[src/rtl/pixel_stream_out_pkg.sv]
// Shared pixel and AXI4-Stream definitions for the pixel output path.
// Latency: n/a (types and helpers only). Backpressure: n/a.
package pixel_stream_out_pkg;

    localparam int         AXIS_DATA_W = 32;
    localparam logic [7:0] PIXEL_PAD   = 8'h00;

    typedef struct packed {
        logic [7:0] r;
        logic [7:0] g;
        logic [7:0] b;
    } rgb24_t;

    typedef enum logic {
        ST_IDLE    = 1'b0,
        ST_PRESENT = 1'b1
    } ost_e;

    function automatic logic [AXIS_DATA_W-1:0] pack_axis(input rgb24_t pix);
        return {PIXEL_PAD, pix.r, pix.g, pix.b};
    endfunction

endpackage

[src/rtl/pixel_fifo.sv]
// Synchronous pixel FIFO exposing head and head+1 so the consumer can reload back-to-back.
// Latency: write visible at head one edge later. Backpressure: writes beyond full are ignored unless a read frees a slot that edge.
module pixel_fifo
    import pixel_stream_out_pkg::*;
#(
    parameter int DEPTH = 16,
    parameter int W     = $bits(rgb24_t)
) (
    input  logic                     clk,
    input  logic                     rst,
    input  logic                     wr_en_i,
    input  logic [W-1:0]             wr_dat_i,
    input  logic                     rd_en_i,
    output logic [W-1:0]             rd_dat_o,
    output logic [W-1:0]             rd_nxt_dat_o,
    output logic                     full_o,
    output logic                     empty_o,
    output logic [$clog2(DEPTH):0]   count_o,
    output logic [$clog2(DEPTH):0]   count_nxt_o
);

    localparam int AW = $clog2(DEPTH);

    logic [W-1:0]  mem_q [DEPTH];
    logic [AW-1:0] wr_ptr_q;
    logic [AW-1:0] rd_ptr_q;
    logic [AW-1:0] rd_nxt_ptr;
    logic [AW:0]   count_q;
    logic [AW:0]   count_d;
    logic          do_rd;
    logic          do_wr;

    assign empty_o = (count_q == '0);
    assign full_o  = (count_q == (AW+1)'(DEPTH));

    // A read on the same edge frees the slot, so a full FIFO still accepts.
    assign do_rd = rd_en_i && !empty_o;
    assign do_wr = wr_en_i && (!full_o || do_rd);

    always_comb begin
        count_d = count_q;
        case ({do_wr, do_rd})
            2'b10:   count_d = count_q + (AW+1)'(1);
            2'b01:   count_d = count_q - (AW+1)'(1);
            default: count_d = count_q;
        endcase
    end

    always_ff @(posedge clk) begin
        if (!rst) begin
            wr_ptr_q <= '0;
            rd_ptr_q <= '0;
            count_q  <= '0;
        end else begin
            if (do_wr) wr_ptr_q <= wr_ptr_q + AW'(1);
            if (do_rd) rd_ptr_q <= rd_ptr_q + AW'(1);
            count_q <= count_d;
        end
    end

    always_ff @(posedge clk) begin
        if (do_wr) mem_q[wr_ptr_q] <= wr_dat_i;
    end

    assign rd_nxt_ptr   = rd_ptr_q + AW'(1);
    assign rd_dat_o     = mem_q[rd_ptr_q];
    assign rd_nxt_dat_o = mem_q[rd_nxt_ptr];
    assign count_o      = count_q;
    assign count_nxt_o  = count_d;

endmodule

[src/rtl/pixel_stream_out.sv]
// Buffers 24-bit pixels and emits them as AXI4-Stream beats with SOF (tuser) and EOL (tlast) framing.
// Latency: 2 edges from valid_in to out_tvalid when empty. Backpressure: in_ready drops at FIFO_DEPTH-AFULL_MARGIN; pixels arriving at full are dropped and flagged.
module pixel_stream_out
    import pixel_stream_out_pkg::*;
#(
    parameter int IMG_W        = 640,
    parameter int IMG_H        = 480,
    parameter int FIFO_DEPTH   = 16,
    parameter int AFULL_MARGIN = 4
) (
    input  logic                   clk,
    input  logic                   rst,
    input  logic                   valid_in,
    input  logic [23:0]            shade_in,
    output logic                   in_ready,
    output logic [AXIS_DATA_W-1:0] out_tdata,
    output logic                   out_tvalid,
    input  logic                   out_tready,
    output logic                   out_tuser,
    output logic                   out_tlast,
    output logic [15:0]            frame_count,
    output logic                   overflow_err
);

    localparam int XW = (IMG_W > 1) ? $clog2(IMG_W) : 1;
    localparam int YW = (IMG_H > 1) ? $clog2(IMG_H) : 1;
    localparam int CW = $clog2(FIFO_DEPTH) + 1;
    localparam logic [CW-1:0] AFULL_LVL = CW'(FIFO_DEPTH - AFULL_MARGIN);

    ost_e                   state_q;
    ost_e                   state_d;
    logic                   xfer;
    logic                   pop;
    logic                   load;
    logic                   load_nxt;
    rgb24_t                 head_pix;
    rgb24_t                 nxt_pix;
    rgb24_t                 load_pix;
    logic                   fifo_full;
    logic                   fifo_empty;
    logic [CW-1:0]          occ;
    logic [CW-1:0]          occ_nxt;
    logic [AXIS_DATA_W-1:0] tdata_q;
    logic [XW-1:0]          x_q;
    logic [XW-1:0]          x_d;
    logic [YW-1:0]          y_q;
    logic [YW-1:0]          y_d;
    logic [15:0]            frame_q;
    logic [15:0]            frame_d;
    logic                   in_ready_q;
    logic                   ovf_q;
    logic                   last_x;
    logic                   last_y;

    // The presented beat stays in the FIFO until it transfers, so capacity is exactly FIFO_DEPTH.
    pixel_fifo #(
        .DEPTH (FIFO_DEPTH),
        .W     ($bits(rgb24_t))
    ) u_fifo (
        .clk          (clk),
        .rst          (rst),
        .wr_en_i      (valid_in),
        .wr_dat_i     (shade_in),
        .rd_en_i      (pop),
        .rd_dat_o     (head_pix),
        .rd_nxt_dat_o (nxt_pix),
        .full_o       (fifo_full),
        .empty_o      (fifo_empty),
        .count_o      (occ),
        .count_nxt_o  (occ_nxt)
    );

    assign xfer = (state_q == ST_PRESENT) && out_tready;

    always_ff @(posedge clk) begin
        if (!rst) state_q <= ST_IDLE;
        else      state_q <= state_d;
    end

    always_comb begin
        state_d = state_q;
        case (state_q)
            ST_IDLE:    if (!fifo_empty) state_d = ST_PRESENT;
            ST_PRESENT: if (out_tready && (occ <= CW'(1))) state_d = ST_IDLE;
            default:    state_d = ST_IDLE;
        endcase
    end

    always_comb begin
        pop      = 1'b0;
        load     = 1'b0;
        load_nxt = 1'b0;
        case (state_q)
            ST_IDLE: load = !fifo_empty;
            ST_PRESENT: begin
                pop = out_tready;
                if (out_tready && (occ > CW'(1))) begin
                    load     = 1'b1;
                    load_nxt = 1'b1;
                end
            end
            default: ;
        endcase
    end

    assign load_pix = load_nxt ? nxt_pix : head_pix;

    always_ff @(posedge clk) begin
        if (!rst)      tdata_q <= '0;
        else if (load) tdata_q <= pack_axis(load_pix);
    end

    assign last_x = (x_q == XW'(IMG_W - 1));
    assign last_y = (y_q == YW'(IMG_H - 1));

    always_comb begin
        x_d     = x_q;
        y_d     = y_q;
        frame_d = frame_q;
        if (xfer) begin
            if (last_x) begin
                x_d = '0;
                if (last_y) begin
                    y_d     = '0;
                    frame_d = frame_q + 16'd1;
                end else begin
                    y_d = y_q + YW'(1);
                end
            end else begin
                x_d = x_q + XW'(1);
            end
        end
    end

    always_ff @(posedge clk) begin
        if (!rst) begin
            x_q        <= '0;
            y_q        <= '0;
            frame_q    <= '0;
            in_ready_q <= 1'b1;
            ovf_q      <= 1'b0;
        end else begin
            x_q        <= x_d;
            y_q        <= y_d;
            frame_q    <= frame_d;
            in_ready_q <= (occ_nxt < AFULL_LVL);
            ovf_q      <= ovf_q | (valid_in && fifo_full && !xfer);
        end
    end

    // Framing flags follow the position counters, which only move on transfers.
    assign out_tvalid   = (state_q == ST_PRESENT);
    assign out_tdata    = tdata_q;
    assign out_tuser    = out_tvalid && (x_q == '0) && (y_q == '0);
    assign out_tlast    = out_tvalid && last_x;
    assign frame_count  = frame_q;
    assign overflow_err = ovf_q;
    assign in_ready     = in_ready_q;

endmodule
[config.mk]
export PLATFORM = sky130hd
export DESIGN_NAME = pixel_stream_out
export DESIGN_NICKNAME = d
export VERILOG_FILES = /design/src/rtl/pixel_stream_out_pkg.sv /design/src/rtl/pixel_fifo.sv /design/src/rtl/pixel_stream_out.sv
export SDC_FILE = /design/constraint.sdc
export NUM_CORES = 1
export LEC_CHECK = 0
export CAP_MARGIN = 20
export CORE_UTILIZATION = 24
export CTS_BUF_LIST = sky130_fd_sc_hd__clkbuf_4 sky130_fd_sc_hd__clkbuf_8 sky130_fd_sc_hd__clkbuf_16
export DETAILED_ROUTE_END_ITERATION = 7
export DONT_BUFFER_PORTS = 1
export HOLD_SLACK_MARGIN = 0.1
export PLACE_DENSITY = 0.46
export SYNTH_ARGS = -nofsm -noshare
export SYNTH_HDL_FRONTEND = slang
export SYNTH_HIERARCHICAL = 1
export SYNTH_SLANG_ARGS = --single-unit
[constraint.sdc]
create_clock -name clk -period 4.44 [get_ports clk]
set_input_delay 0.666 -clock clk [delete_from_list [all_inputs] [get_ports clk]]
set_output_delay 0.666 -clock clk [all_outputs]
set_load 0.05 [all_outputs]
==> results of run 1 <==
[cell usage in the layout (no fill, tap or decap), types with 4 or more instances in the layout]
master / n
a211oi_1: 24
clkinv_2: 6
buf_12: 5
conb_1: 8
or3_1: 7
inv_1: 18
nor4_2: 6
clkbuf_16: 54
a22oi_1: 24
nor2b_1: 26
mux4_1: 6
o21a_1: 5
bufinv_16: 7
nor2_1: 25
clkbuf_4: 15
and2_2: 8
dlygate4sd3_1: 17
nand2_1: 44
or4_1: 17
nor2_4: 6
mux4_2: 210
edfxtp_1: 384
inv_6: 4
dfxtp_1: 74
xnor2_1: 4
a21oi_1: 77
xor2_1: 13
nand3_1: 20
o21ai_0: 7
and4_1: 4
nor4_1: 5
ha_1: 12
mux2i_1: 28
clkbuf_8: 8
o31ai_1: 14
nand4_1: 10
buf_4: 34
nor3_1: 8
[per-stage QoR]
stage          instance area (µm²)  total power, mW  hold slack, ns  cells
6_report                     24990            12.52          0.1423   2463
5_1_grt                      24980            13.04          0.1057   2462
4_1_cts                      24980            12.71          0.1008   2461
3_5_place_dp                 22880            7.873          0.4796   2343
3_3_place_gp                 22880            7.881          0.4834   2343
2_1_floorplan                21460            7.139          0.4619   1236
[critical path, stage by stage, from the launching register on]
cell and delay, ns:
dfxtp_4 0.37, buf_12 0.53, nand3_1 0.39, xor2_4 0.67
buf_4 0.35, a211oi_1 0.06, a21oi_1 0.14, a22oi_1 0.11
a21oi_1 0.19
[report_power, final]
group / switching (mW) / internal [mW]
combinational: 1.23 / 0.981
sequential: 0.632 / 4.91
clock: 1.87 / 2.89
total: 3.73 / 8.79
[routing by layer]
layer,global-route usage (%),vias to the layer above,part of all wire (%)
met4,3.009,4,1.7
met3,3.023,75,6.8
met5,0,-,0.045
li1,-,5163,-
met1,17.95,6449,44
met2,21.18,364,47
[flip-flops by register name, indices dropped and copies added (netlist names), named ones only]
name / count
in_ready: 1
u_fifo/mem_q: 384
u_fifo/wr_ptr_q: 4
out_tvalid: 1
x_q: 10
u_fifo/rd_ptr_q: 4
u_fifo/count_o: 5
frame_count: 16
overflow_err: 1
out_tdata: 24
y_q: 9
[how the worst min path moves through the flow]
| stage | startpoint | to | slack (ns) | cells past startpoint |
|---|---|---|---|---|
| finish | shade_in[14] | u_fifo/mem_q[12][14] | 0.14 | 0 |
| global route | shade_in[10] | u_fifo/mem_q[15][10] | 0.11 | 0 |
| CTS | shade_in[17] | u_fifo/mem_q[8][17] | 0.10 | 0 |
| detailed placement | x_q[1] | x_q[1] | 0.48 | 2 |
| global placement | x_q[1] | x_q[1] | 0.48 | 2 |
| floorplan | x_q[1] | x_q[1] | 0.46 | 2 |
[timing repair]
item | 4_1_cts | 5_1_grt
hold buffers | 17 | 0
resized for setup | 0 | 0
endpoints found under the hold margin | 174 | 0
[area by class of cell]
class	count	area, µm²
timing repair buffer	56	525.5
tap	1165	1458
clock buffer	77	1574
clock inverter	24	361.6
sequential	463	13130
fill	8754	63390
multi-input combinational	657	7865
antenna	2	5.005
inverter	19	71.32
==> report_table.html, run 1 <==
<table>
<tr><th>Metric</th><th>Value</th></tr>
<tr><th colspan="2">Global routing</th></tr>
<tr><td>Via count of the first global-routing pass</td><td>around 12000</td></tr>
<tr><td>Largest net degree at the start of global routing</td><td>99</td></tr>
<tr><td>First-pass GRT wire length</td><td>87.16 mm</td></tr>
<tr><td>Total GRT Usage</td><td>between 10% and 20%</td></tr>
<tr><td>Antenna violations before repair</td><td>3</td></tr>
<tr><td>Global-route congestion overflow total</td><td>0</td></tr>
<tr><th colspan="2">Worst setup path</th></tr>
<tr><td>CP startpoint</td><td>u_fifo/rd_ptr_q[0]</td></tr>
<tr><td>Worst r2r dst</td><td>out_tdata[3]</td></tr>
<tr><td>Arrival time of data at the critical path endpoint</td><td>between 3 and 4 ns</td></tr>
<tr><td>Type of element capturing the critical path</td><td>register</td></tr>
<tr><td>Setup slack of the most critical reg-to-reg path</td><td>around 1.5 ns</td></tr>
<tr><td>Capturing element of the worst setup path</td><td>out_tdata[3]</td></tr>
<tr><td>Critical Path Start Type</td><td>register</td></tr>
<tr><td>Launch instance of the worst register-to-register path</td><td>u_fifo/rd_ptr_q[0]</td></tr>
<tr><td>Class of the most critical setup path</td><td>reg2reg</td></tr>
<tr><td>Req. time, crit path</td><td>4.96 ns</td></tr>
<tr><td>Largest driver fanout on the critical path</td><td>98</td></tr>
<tr><td>Worst reg-to-reg path cell count</td><td>8</td></tr>
<tr><th colspan="2">Timing</th></tr>
<tr><td>Number of hold violations in the final report</td><td>0</td></tr>
<tr><td>Smallest setup slack after layout</td><td>between 1.5 and 2 ns</td></tr>
<tr><td>Pin slew with the least headroom to its limit</td><td>~1.1 ns</td></tr>
<tr><td>Highest clock rate</td><td>~340 MHz</td></tr>
<tr><td>Unrepaired setup endpoints after global routing</td><td>false</td></tr>
<tr><td>Final-layout setup total negative slack</td><td>0 ns</td></tr>
<tr><td>Final worst clock skew</td><td>around 0.045 ns</td></tr>
<tr><td>Max-slew violation total from the final report</td><td>0</td></tr>
<tr><td>Time the final worst path needs with I/O delays and setup</td><td>between 2 and 3 ns</td></tr>
<tr><td>Worst rel slew slack</td><td>28.18%</td></tr>
<tr><td>Fin crit share</td><td>about two thirds</td></tr>
<tr><td>Final setup violation count</td><td>0</td></tr>
<tr><th colspan="2">Layout</th></tr>
<tr><td>Ratio of cells with drive above 1 in the final layout</td><td>slightly below 30%</td></tr>
<tr><td>Synth-to-Final Area Change</td><td>16.60%</td></tr>
<tr><td>Util after Layout</td><td>between 20% and 30%</td></tr>
<tr><td>Nets</td><td>approximately 1300</td></tr>
<tr><th colspan="2">Yosys</th></tr>
<tr><td>Mapped Area</td><td>around 21000 µm²</td></tr>
<tr><td>Gate count after technology mapping</td><td>1229</td></tr>
<tr><td>Yosys warning count</td><td>6</td></tr>
<tr><td>Syn_area_per_cell</td><td>roughly 17 µm²</td></tr>
<tr><th colspan="2">Floorplan</th></tr>
<tr><td>Number of I/O pins</td><td>~80</td></tr>
<tr><td>Core area</td><td>between 80000 and 90000 µm²</td></tr>
<tr><td>Total number of placement rows</td><td>109</td></tr>
<tr><td>Total die area</td><td>just over 90000 µm²</td></tr>
<tr><td>Die boundary height</td><td>300.8 µm</td></tr>
<tr><td>Initial core utilization</td><td>about a quarter</td></tr>
<tr><td>Die width</td><td>300.8 µm</td></tr>
<tr><th colspan="2">Place</th></tr>
<tr><td>RD Place Congestion</td><td>0.7393</td></tr>
<tr><td>I/O Buffers</td><td>0</td></tr>
<tr><td>Detailed placement HPWL</td><td>~34 mm</td></tr>
<tr><td>Post-Place Setup Slack</td><td>approximately 1.3 ns</td></tr>
<tr><th colspan="2">Clock tree</th></tr>
<tr><td>Number of clock buffers inserted by TritonCTS</td><td>54</td></tr>
<tr><td>CTS clk-pin slew, worst paths</td><td>approximately 0.06 ns</td></tr>
<tr><td>Post-CTS Setup Inserts</td><td>0</td></tr>
<tr><td>Clock root buffer</td><td>clkbuf_16</td></tr>
<tr><td>Number of clock sinks</td><td>between 400 and 500</td></tr>
<tr><td>Count of H-tree levels built during CTS</td><td>2</td></tr>
<tr><td>Maximum clock path buffer count</td><td>3</td></tr>
<tr><td>TritonCTS clock tree</td><td>built</td></tr>
<tr><td>Insertion delay to the later sink of the worst-skew pair</td><td>between 0.6 and 0.7 ns</td></tr>
<tr><th colspan="2">Outcome</th></tr>
<tr><td>Run status</td><td>completed</td></tr>
<tr><th colspan="2">Detailed routing</th></tr>
<tr><td>Final routed DRC violation total</td><td>0</td></tr>
<tr><td>Antenna-violating nets left</td><td>0</td></tr>
<tr><td>Number of iterations in the first detailed-routing pass</td><td>5</td></tr>
<tr><td>Wire length per cell after detailed routing</td><td>between 20 and 25 µm</td></tr>
<tr><td>DRC marker count from the first detailed-route iteration</td><td>between 900 and 1000</td></tr>
<tr><td>Via density</td><td>4.894</td></tr>
<tr><td>Total detailed-routing wirelength</td><td>59.45 mm</td></tr>
<tr><td>Via total after detailed routing</td><td>between 10000 and 15000</td></tr>
<tr><th colspan="2">Power</th></tr>
<tr><td>Power density over the cells</td><td>roughly 500 nW/µm²</td></tr>
<tr><td>Static leakage</td><td>7.403 nW</td></tr>
<tr><td>Largest voltage drop on the vdd net</td><td>339.2 µV</td></tr>
<tr><th colspan="2">Run</th></tr>
<tr><td>Max-cap violations</td><td>0</td></tr>
<tr><th colspan="2">Worst hold path</th></tr>
<tr><td>HP Class</td><td>in2reg</td></tr>
</table>
(Power assumes the default switching activity.)
==> inputs of run 2 (changes only) <==
Clock period 4.44 ns to 2.8 ns, I/O delays scaled along.
==> run 2 against run 1 <==
Effect of this change:
- sequential share of layout area down 1.3 points
- critical endpoint is now out_tdata[12]
- die area unchanged
- global-route usage up 0.82 points
- clock-buffer cell count down 18
==> report_table.html, run 2 (synthesis gave the netlist of run 1 again) <==
<table>
<tr><th>Metric</th><th>Value</th></tr>
<tr><th colspan="2">Layout</th></tr>
<tr><td>Number of flip-flops in the largest register</td><td>384 (unchanged)</td></tr>
<tr><td>Final instance area</td><td>25640 µm² (was 24990 µm²)</td></tr>
<tr><td>Filler Cells Inserted</td><td>8715 (was 8754)</td></tr>
<tr><td>Total area of sequential cells</td><td>13130 µm² (about the same)</td></tr>
<tr><td>Ratio of cells with drive above 1 in the final layout</td><td>31.64% (was 29.63%)</td></tr>
<tr><td>Most common cell after layout, fill and taps aside</td><td>edfxtp_1 (unchanged)</td></tr>
<tr><td>Largest Register</td><td>u_fifo/mem_q (unchanged)</td></tr>
<tr><td>Synth-to-Final Area Change</td><td>19.64% (was 16.60%)</td></tr>
<tr><td>Top library cells by usage in the layout, fill and taps aside</td><td>edfxtp_1 (384), mux4_2 (210), a21oi_1 (76) (was edfxtp_1 (384), mux4_2 (210), a21oi_1 (77))</td></tr>
<tr><td>Nets</td><td>1356 (was 1293)</td></tr>
<tr><td>Multi-input logic area</td><td>7909 µm² (was 7865 µm²)</td></tr>
<tr><th colspan="2">Worst setup path</th></tr>
<tr><td>Type of element capturing the critical path</td><td>register (unchanged)</td></tr>
<tr><td>Worst reg-to-reg path cell count</td><td>9 (was 8)</td></tr>
<tr><td>Req. time, crit path</td><td>3.32 ns (was 4.96 ns)</td></tr>
<tr><td>Launch instance of the worst register-to-register path</td><td>u_fifo/rd_ptr_q[1] (was u_fifo/rd_ptr_q[0])</td></tr>
<tr><td>Critical Path Start Type</td><td>register (unchanged)</td></tr>
<tr><td>Arrival time of data at the critical path endpoint</td><td>3.13 ns (was 3.43 ns)</td></tr>
<tr><td>Worst r2r dst</td><td>out_tdata[12] (was out_tdata[3])</td></tr>
<tr><td>Class of the most critical setup path</td><td>reg2reg (unchanged)</td></tr>
<tr><td>Setup slack of the most critical reg-to-reg path</td><td>0.19 ns (was 1.53 ns)</td></tr>
<tr><td>Largest driver fanout on the critical path</td><td>17 (was 98)</td></tr>
<tr><th colspan="2">Timing</th></tr>
<tr><td>Highest clock rate</td><td>383.2 MHz (was 343.6 MHz)</td></tr>
<tr><td>Final-layout setup total negative slack</td><td>0 ns (unchanged)</td></tr>
<tr><td>Worst rel slew slack</td><td>33.12% (was 28.18%)</td></tr>
<tr><td>Unrepaired setup endpoints after global routing</td><td>false (unchanged)</td></tr>
<tr><td>Final setup violation count</td><td>0 (unchanged)</td></tr>
<tr><td>Fin crit share</td><td>93.19% (was 65.56%)</td></tr>
<tr><td>Number of hold violations in the final report</td><td>0 (unchanged)</td></tr>
<tr><td>Pin slew with the least headroom to its limit</td><td>1.001 ns (was 1.077 ns)</td></tr>
<tr><td>Final worst clock skew</td><td>0.06916 ns (was 0.04507 ns)</td></tr>
<tr><td>Max-slew violation total from the final report</td><td>0 (unchanged)</td></tr>
<tr><td>Time the final worst path needs with I/O delays and setup</td><td>2.609 ns (was 2.911 ns)</td></tr>
<tr><th colspan="2">Worst hold path</th></tr>
<tr><td>Hold-critical path depth</td><td>3 (was 0)</td></tr>
<tr><td>HP Class</td><td>in2reg (unchanged)</td></tr>
<tr><td>End of the worst hold path</td><td>u_fifo/count_o[3] (was u_fifo/mem_q[12][14])</td></tr>
<tr><td>Launch point of the worst hold path</td><td>valid_in (was shade_in[14])</td></tr>
<tr><th colspan="2">Place</th></tr>
<tr><td>Placement-stage cell area</td><td>23530 µm² (was 22880 µm²)</td></tr>
<tr><td>RD Place Congestion</td><td>0.7572 (was 0.7393)</td></tr>
<tr><td>Detailed placement HPWL</td><td>38.14 mm (was 34.22 mm)</td></tr>
<tr><td>I/O Buffers</td><td>0 (unchanged)</td></tr>
<tr><th colspan="2">Detailed routing</th></tr>
<tr><td>DRC marker count from the first detailed-route iteration</td><td>1019 (was 975)</td></tr>
<tr><td>Antenna-violating nets left</td><td>0 (unchanged)</td></tr>
<tr><td>Total detailed-routing wirelength</td><td>63.30 mm (was 59.45 mm)</td></tr>
<tr><td>Via total after detailed routing</td><td>12480 (was 12060)</td></tr>
<tr><td>Wire length per cell after detailed routing</td><td>25.09 µm (was 24.14 µm)</td></tr>
<tr><td>Number of iterations in the first detailed-routing pass</td><td>5 (unchanged)</td></tr>
<tr><td>Final routed DRC violation total</td><td>0 (unchanged)</td></tr>
<tr><td>Via density</td><td>4.948 (was 4.894)</td></tr>
<tr><th colspan="2">Outcome</th></tr>
<tr><td>Run status</td><td>completed (unchanged)</td></tr>
<tr><th colspan="2">Power</th></tr>
<tr><td>Power density over the cells</td><td>775.3 nW/µm² (was 500.9 nW/µm²)</td></tr>
<tr><td>Static leakage</td><td>7.714 nW (was 7.403 nW)</td></tr>
<tr><td>Largest voltage drop on the vdd net</td><td>523.4 µV (was 339.2 µV)</td></tr>
<tr><th colspan="2">Global routing</th></tr>
<tr><td>Largest net degree at the start of global routing</td><td>99 (unchanged)</td></tr>
<tr><td>First-pass GRT wire length</td><td>92.20 mm (was 87.16 mm)</td></tr>
<tr><td>Global-route congestion overflow total</td><td>0 (unchanged)</td></tr>
<tr><td>Antenna violations before repair</td><td>2 (was 3)</td></tr>
<tr><td>Via count of the first global-routing pass</td><td>12830 (was 12490)</td></tr>
<tr><td>Total GRT Usage</td><td>13.98% (was 13.16%)</td></tr>
<tr><th colspan="2">Floorplan</th></tr>
<tr><td>Die width</td><td>300.8 µm (unchanged)</td></tr>
<tr><td>Total die area</td><td>90490 µm² (unchanged)</td></tr>
<tr><td>Initial core utilization</td><td>24.25% (unchanged)</td></tr>
<tr><td>Die boundary height</td><td>300.8 µm (unchanged)</td></tr>
<tr><td>Number of I/O pins</td><td>81 (unchanged)</td></tr>
<tr><td>Core area</td><td>88370 µm² (unchanged)</td></tr>
<tr><td>Total number of placement rows</td><td>109 (unchanged)</td></tr>
<tr><th colspan="2">Clock tree</th></tr>
<tr><td>Maximum clock path buffer count</td><td>3 (unchanged)</td></tr>
<tr><td>Count of H-tree levels built during CTS</td><td>2 (unchanged)</td></tr>
<tr><td>Clock root buffer</td><td>clkbuf_16 (unchanged)</td></tr>
<tr><td>Number of clock sinks</td><td>463 (unchanged)</td></tr>
<tr><td>TritonCTS clock tree</td><td>built (unchanged)</td></tr>
<tr><td>CTS clk-pin slew, worst paths</td><td>0.06 ns (about the same)</td></tr>
<tr><td>Insertion delay to the later sink of the worst-skew pair</td><td>0.64 ns (about the same)</td></tr>
<tr><td>Number of clock buffers inserted by TritonCTS</td><td>52 (was 54)</td></tr>
<tr><th colspan="2">Run</th></tr>
<tr><td>Max-cap violations</td><td>0 (unchanged)</td></tr>
</table>
run 2: cell types whose count changed in the layout (fill, tap and decap cells not counted), moves of 7 or more:
| cell | change |
|---|---|
| clkinv_1 | +8 |
| dlygate4sd3_1 | +10 |
| clkbuf_4 | -9 |
| buf_12 | +17 |
| buf_4 | +36 |
| clkbuf_8 | -7 |
run 2: routing by layer:
layer	routed length, µm	track usage [%]
met3	4080	2.843
met2	30510	22.77
met5	0	0
met4	1506	3.976
met1	27200	18.79
run 2: worst max-delay path by stage:
stage / start / endpoint / depth (start not counted)
after floorplan: out_tvalid / u_fifo/mem_q[0][0] / 6
after global placement: u_fifo/rd_ptr_q[1] / out_tdata[11] / 9
after detailed placement: u_fifo/rd_ptr_q[1] / out_tdata[11] / 9
after CTS: u_fifo/rd_ptr_q[1] / out_tdata[0] / 9
after global routing: u_fifo/rd_ptr_q[1] / out_tdata[12] / 9
final: u_fifo/rd_ptr_q[1] / out_tdata[12] / 9
run 2: critical path, cell delays in order, from the launching register on:
cell      delay, ns
dfxtp_1        0.36
ha_4           0.32
buf_12         0.20
buf_4          0.28
mux4_2         0.53
nor2b_1        0.14
a211oi_1       0.26
a21oi_1        0.07
a22oi_1        0.29
a21oi_1        0.10
run 2: area by class of cell:
type | instances | share of cell area, %
flip-flops and latches | 463 | 51.20
multi-input cells | 657 | 30.85
well taps | 1165 | 5.685
clock buffers | 59 | 5.305
repair buffers | 121 | 5.027
clock inverters | 37 | 1.635
inverters | 19 | 0.2782
diodes | 2 | 0.01952
run 2: repair_timing:
action | CTS | global route
gates resized for setup | 0 | 3
endpoints found under the hold margin | 399 | 0
endpoints found under the setup margin | 0 | 5
buffers inserted | 0 | 2
hold buffers | 27 | 0
run 2: where the power goes:
part | switching, mW | total, mW | internal, mW
clock | 2.95 | 7.11 | 4.16
combinational | 2.18 | 4.01 | 1.84
sequential | 0.970 | 8.76 | 7.79
run 2: stage by stage:
step           setup slack (ns)  total power, mW  hold slack, ns  instances  util [%]
2_1_floorplan           -0.3125            11.33          0.4619       1236         -
3_3_place_gp            0.01420            12.86          0.4804       2395     26.62
3_5_place_dp            0.05443            12.85          0.4881       2395     26.62
4_1_cts                 0.07048            20.15          0.1104       2518     28.94
5_1_grt                 0.03873            20.67          0.1795       2521     29.01
6_report                 0.1907            19.88          0.1587       2523     29.01
==> inputs of run 3 (changes only) <==
Settings changed: HOLD_SLACK_MARGIN 0.1 to 0.06, REMOVE_ABC_BUFFERS set to 1.
==> run 3 against run 2 <==
Effect of this change:
- via count shrank 2.7%
- die area is the same
- global-route usage shrank 0.39 points
- combinational power shrank 1%
- clock skew shrank 0.034 ns
- critical path type unchanged
- critical endpoint is now out_tdata[5]
==> report_table.html, run 3 (synthesis gave the netlist of run 1 again) <==
<table>
<tr><th>Metric</th><th>Value</th></tr>
<tr><th colspan="2">Worst setup path</th></tr>
<tr><td>Worst r2r dst</td><td>out_tdata[5] (was out_tdata[12])</td></tr>
<tr><td>Type of element capturing the critical path</td><td>register (unchanged)</td></tr>
<tr><td>Setup slack of the most critical reg-to-reg path</td><td>0.12 ns (was 0.19 ns)</td></tr>
<tr><td>Critical path's slowest cell</td><td>mux4_2 (unchanged)</td></tr>
<tr><td>List of cells traversed by the critical path</td><td>ha_4, xor2_4, buf_12, buf_4, mux4_2, mux2i_1, a21oi_1, a22oi_1, a21oi_1 (was ha_4, buf_12, buf_4, mux4_2, nor2b_1, a211oi_1, a21oi_1, a22oi_1, a21oi_1)</td></tr>
<tr><td>Launch instance of the worst register-to-register path</td><td>u_fifo/rd_ptr_q[1] (unchanged)</td></tr>
<tr><td>Largest driver fanout on the critical path</td><td>27 (was 17)</td></tr>
<tr><td>Critical Path Start Type</td><td>register (unchanged)</td></tr>
<tr><td>Capturing element of the worst setup path</td><td>out_tdata[5] (was out_tdata[12])</td></tr>
<tr><td>Req. time, crit path</td><td>3.27 ns (was 3.32 ns)</td></tr>
<tr><td>Most used cell along the critical path</td><td>a21oi_1 (unchanged)</td></tr>
<tr><td>Arrival time of data at the critical path endpoint</td><td>3.15 ns (was 3.13 ns)</td></tr>
<tr><td>CP startpoint</td><td>u_fifo/rd_ptr_q[1] (unchanged)</td></tr>
<tr><td>Slowest cell delay on critical path</td><td>0.52 ns (was 0.53 ns)</td></tr>
<tr><td>Worst reg-to-reg path cell count</td><td>9 (unchanged)</td></tr>
<tr><td>Class of the most critical setup path</td><td>reg2reg (unchanged)</td></tr>
<tr><th colspan="2">Floorplan</th></tr>
<tr><td>Number of I/O pins</td><td>81 (unchanged)</td></tr>
<tr><td>Die width</td><td>300.8 µm (unchanged)</td></tr>
<tr><td>Initial core utilization</td><td>24.25% (unchanged)</td></tr>
<tr><td>Core area</td><td>88370 µm² (unchanged)</td></tr>
<tr><td>Total number of placement rows</td><td>109 (unchanged)</td></tr>
<tr><td>Die boundary height</td><td>300.8 µm (unchanged)</td></tr>
<tr><td>Total die area</td><td>90490 µm² (unchanged)</td></tr>
<tr><th colspan="2">Clock tree</th></tr>
<tr><td>Insertion delay to the later sink of the worst-skew pair</td><td>0.62 ns (was 0.64 ns)</td></tr>
<tr><td>CTS clk-pin slew, worst paths</td><td>0.06 ns (about the same)</td></tr>
<tr><td>TritonCTS clock tree</td><td>built (unchanged)</td></tr>
<tr><td>Number of clock sinks</td><td>463 (unchanged)</td></tr>
<tr><td>Post-CTS Setup Inserts</td><td>0 (unchanged)</td></tr>
<tr><td>Count of H-tree levels built during CTS</td><td>2 (unchanged)</td></tr>
<tr><td>Number of clock buffers inserted by TritonCTS</td><td>52 (unchanged)</td></tr>
<tr><td>Maximum clock path buffer count</td><td>3 (unchanged)</td></tr>
<tr><td>Clock root buffer</td><td>clkbuf_16 (unchanged)</td></tr>
<tr><th colspan="2">Layout</th></tr>
<tr><td>Most common cell after layout, fill and taps aside</td><td>edfxtp_1 (unchanged)</td></tr>
<tr><td>Nets</td><td>1342 (was 1356)</td></tr>
<tr><td>Final Instance Count excl. Fillers</td><td>2509 (was 2523)</td></tr>
<tr><td>Largest Register</td><td>u_fifo/mem_q (unchanged)</td></tr>
<tr><td>Number of flip-flops in the largest register</td><td>384 (unchanged)</td></tr>
<tr><td>Ratio of cells with drive above 1 in the final layout</td><td>31.10% (was 31.64%)</td></tr>
<tr><td>Util after Layout</td><td>28.82% (was 29.01%)</td></tr>
<tr><td>Final instance area</td><td>25470 µm² (was 25640 µm²)</td></tr>
<tr><td>Synth-to-Final Area Change</td><td>18.84% (was 19.64%)</td></tr>
<tr><td>Count of antenna diodes in the layout</td><td>0 (was 2)</td></tr>
<tr><td>Top library cells by usage in the layout, fill and taps aside</td><td>edfxtp_1 (384), mux4_2 (210), a21oi_1 (76) (unchanged)</td></tr>
<tr><th colspan="2">Place</th></tr>
<tr><td>Placement-stage cell area</td><td>23380 µm² (was 23530 µm²)</td></tr>
<tr><td>RD Place Congestion</td><td>0.7556 (was 0.7572)</td></tr>
<tr><td>Detailed placement HPWL</td><td>37.11 mm (was 38.14 mm)</td></tr>
<tr><td>Number of placed cells counting well taps</td><td>2384 (was 2395)</td></tr>
<tr><td>I/O Buffers</td><td>0 (unchanged)</td></tr>
<tr><td>Post-Place Setup Slack</td><td>0.1421 ns (was 0.05443 ns)</td></tr>
<tr><th colspan="2">Detailed routing</th></tr>
<tr><td>Via total after detailed routing</td><td>12150 (was 12480)</td></tr>
<tr><td>Total detailed-routing wirelength</td><td>61.04 mm (was 63.30 mm)</td></tr>
<tr><td>Antenna-violating nets left</td><td>0 (unchanged)</td></tr>
<tr><td>Wire length per cell after detailed routing</td><td>24.33 µm (was 25.09 µm)</td></tr>
<tr><td>Number of iterations in the first detailed-routing pass</td><td>5 (unchanged)</td></tr>
<tr><td>DRC marker count from the first detailed-route iteration</td><td>1025 (was 1019)</td></tr>
<tr><td>Via density</td><td>4.842 (was 4.948)</td></tr>
<tr><td>Final routed DRC violation total</td><td>0 (unchanged)</td></tr>
<tr><th colspan="2">Timing</th></tr>
<tr><td>Fin crit share</td><td>95.76% (was 93.19%)</td></tr>
<tr><td>Final setup violation count</td><td>0 (unchanged)</td></tr>
<tr><td>Unrepaired setup endpoints after global routing</td><td>false (unchanged)</td></tr>
<tr><td>Max-slew violation total from the final report</td><td>0 (unchanged)</td></tr>
<tr><td>Pin slew with the least headroom to its limit</td><td>1.035 ns (was 1.001 ns)</td></tr>
<tr><td>Time the final worst path needs with I/O delays and setup</td><td>2.681 ns (was 2.609 ns)</td></tr>
<tr><td>Worst rel slew slack</td><td>31.03% (was 33.12%)</td></tr>
<tr><td>Smallest setup slack after layout</td><td>0.1186 ns (was 0.1907 ns)</td></tr>
<tr><td>Worst Hold Slack</td><td>0.09754 ns (was 0.1587 ns)</td></tr>
<tr><td>Highest clock rate</td><td>372.9 MHz (was 383.2 MHz)</td></tr>
<tr><td>Final worst clock skew</td><td>0.03559 ns (was 0.06916 ns)</td></tr>
<tr><td>Final-layout setup total negative slack</td><td>0 ns (unchanged)</td></tr>
<tr><td>Number of hold violations in the final report</td><td>0 (unchanged)</td></tr>
<tr><th colspan="2">Power</th></tr>
<tr><td>Register share of total power</td><td>44.1% (about the same)</td></tr>
<tr><td>Power density over the cells</td><td>777.4 nW/µm² (was 775.3 nW/µm²)</td></tr>
<tr><td>Power consumption</td><td>19.80 mW (was 19.88 mW)</td></tr>
<tr><td>Comb pwr share</td><td>19.9% (was 20.2%)</td></tr>
<tr><td>Static leakage</td><td>7.655 nW (was 7.714 nW)</td></tr>
<tr><td>Cell internal power dissipation</td><td>13.84 mW (was 13.79 mW)</td></tr>
<tr><td>Switching power summed over all nets</td><td>5.962 mW (was 6.092 mW)</td></tr>
<tr><td>Largest voltage drop on the vdd net</td><td>546.6 µV (was 523.4 µV)</td></tr>
<tr><td>Part of the power in the clock network</td><td>36.0% (was 35.8%)</td></tr>
<tr><td>Net switching fraction of the power</td><td>30.12% (was 30.65%)</td></tr>
<tr><th colspan="2">Global routing</th></tr>
<tr><td>First-pass GRT wire length</td><td>89.83 mm (was 92.20 mm)</td></tr>
<tr><td>Via count of the first global-routing pass</td><td>12710 (was 12830)</td></tr>
<tr><td>Total GRT Usage</td><td>13.59% (was 13.98%)</td></tr>
<tr><td>Global-route congestion overflow total</td><td>0 (unchanged)</td></tr>
<tr><td>Largest net degree at the start of global routing</td><td>61 (was 99)</td></tr>
<tr><td>Antenna violations before repair</td><td>5 (was 2)</td></tr>
<tr><th colspan="2">Worst hold path</th></tr>
<tr><td>HP Class</td><td>in2reg (unchanged)</td></tr>
<tr><th colspan="2">Run</th></tr>
<tr><td>Max-cap violations</td><td>0 (unchanged)</td></tr>
<tr><th colspan="2">Outcome</th></tr>
<tr><td>Run status</td><td>completed (unchanged)</td></tr>
</table>
==> run 3: worst min path at each step <==
stage	startpoint	end	slack (ns)	cells after the start
finish	rst	x_q[0]	0.1	2
global route	rst	x_q[0]	0.1	2
CTS	rst	x_q[0]	0.06	2
detailed placement	y_q[1]	y_q[1]	0.49	2
global placement	x_q[1]	x_q[1]	0.48	2
floorplan	x_q[1]	x_q[1]	0.46	2
==> run 3: per-layer routing <==
layer | GRT usage, % | part of all wire [%] | vias to the layer above
met5 | 0 | 0.10 | -
met4 | 3.855 | 2.4 | 10
met3 | 2.785 | 5.7 | 100
met2 | 22.77 | 49 | 333
met1 | 17.71 | 43 | 6454
li1 | - | - | 5251
==> run 3: area by class of cell <==
type	instances	area, µm²
sequential	463	13130
clock buffer	69	1465
timing repair buffer	107	1134
fill	8756	62910
clock inverter	29	344.1
multi-input combinational	657	7869
inverter	19	71.32
tap	1165	1458
==> run 3: worst max-delay path, delay by kind of cell (launching register included) <==
kind                       cells  cell delay, ns
DFF                            1            0.40
adders and majority gates      1            0.19
xor gates and xnor gates       1            0.21
muxes                          2            0.70
AOI/OAI and AO/OA              3            0.51
buffers and inverters          2            0.50
==> run 3: power groups by stage <==
stage          Sequential [mW]  Clock (mW)  Combinational (mW)
3_5_place_dp              8.90           0                3.90
5_1_grt                   8.79        7.61                4.27
6_report                  8.73        7.12                3.95
3_3_place_gp              8.90           0                3.90
2_1_floorplan             8.98           0                2.38
4_1_cts                   8.76        7.34                4.03
==> run 3: timing repair <==
item	4_1_cts	5_1_grt
endpoints found under the setup margin	0	1
resized for setup	0	1
hold buffers	27	0
hold endpoints to repair	397	0
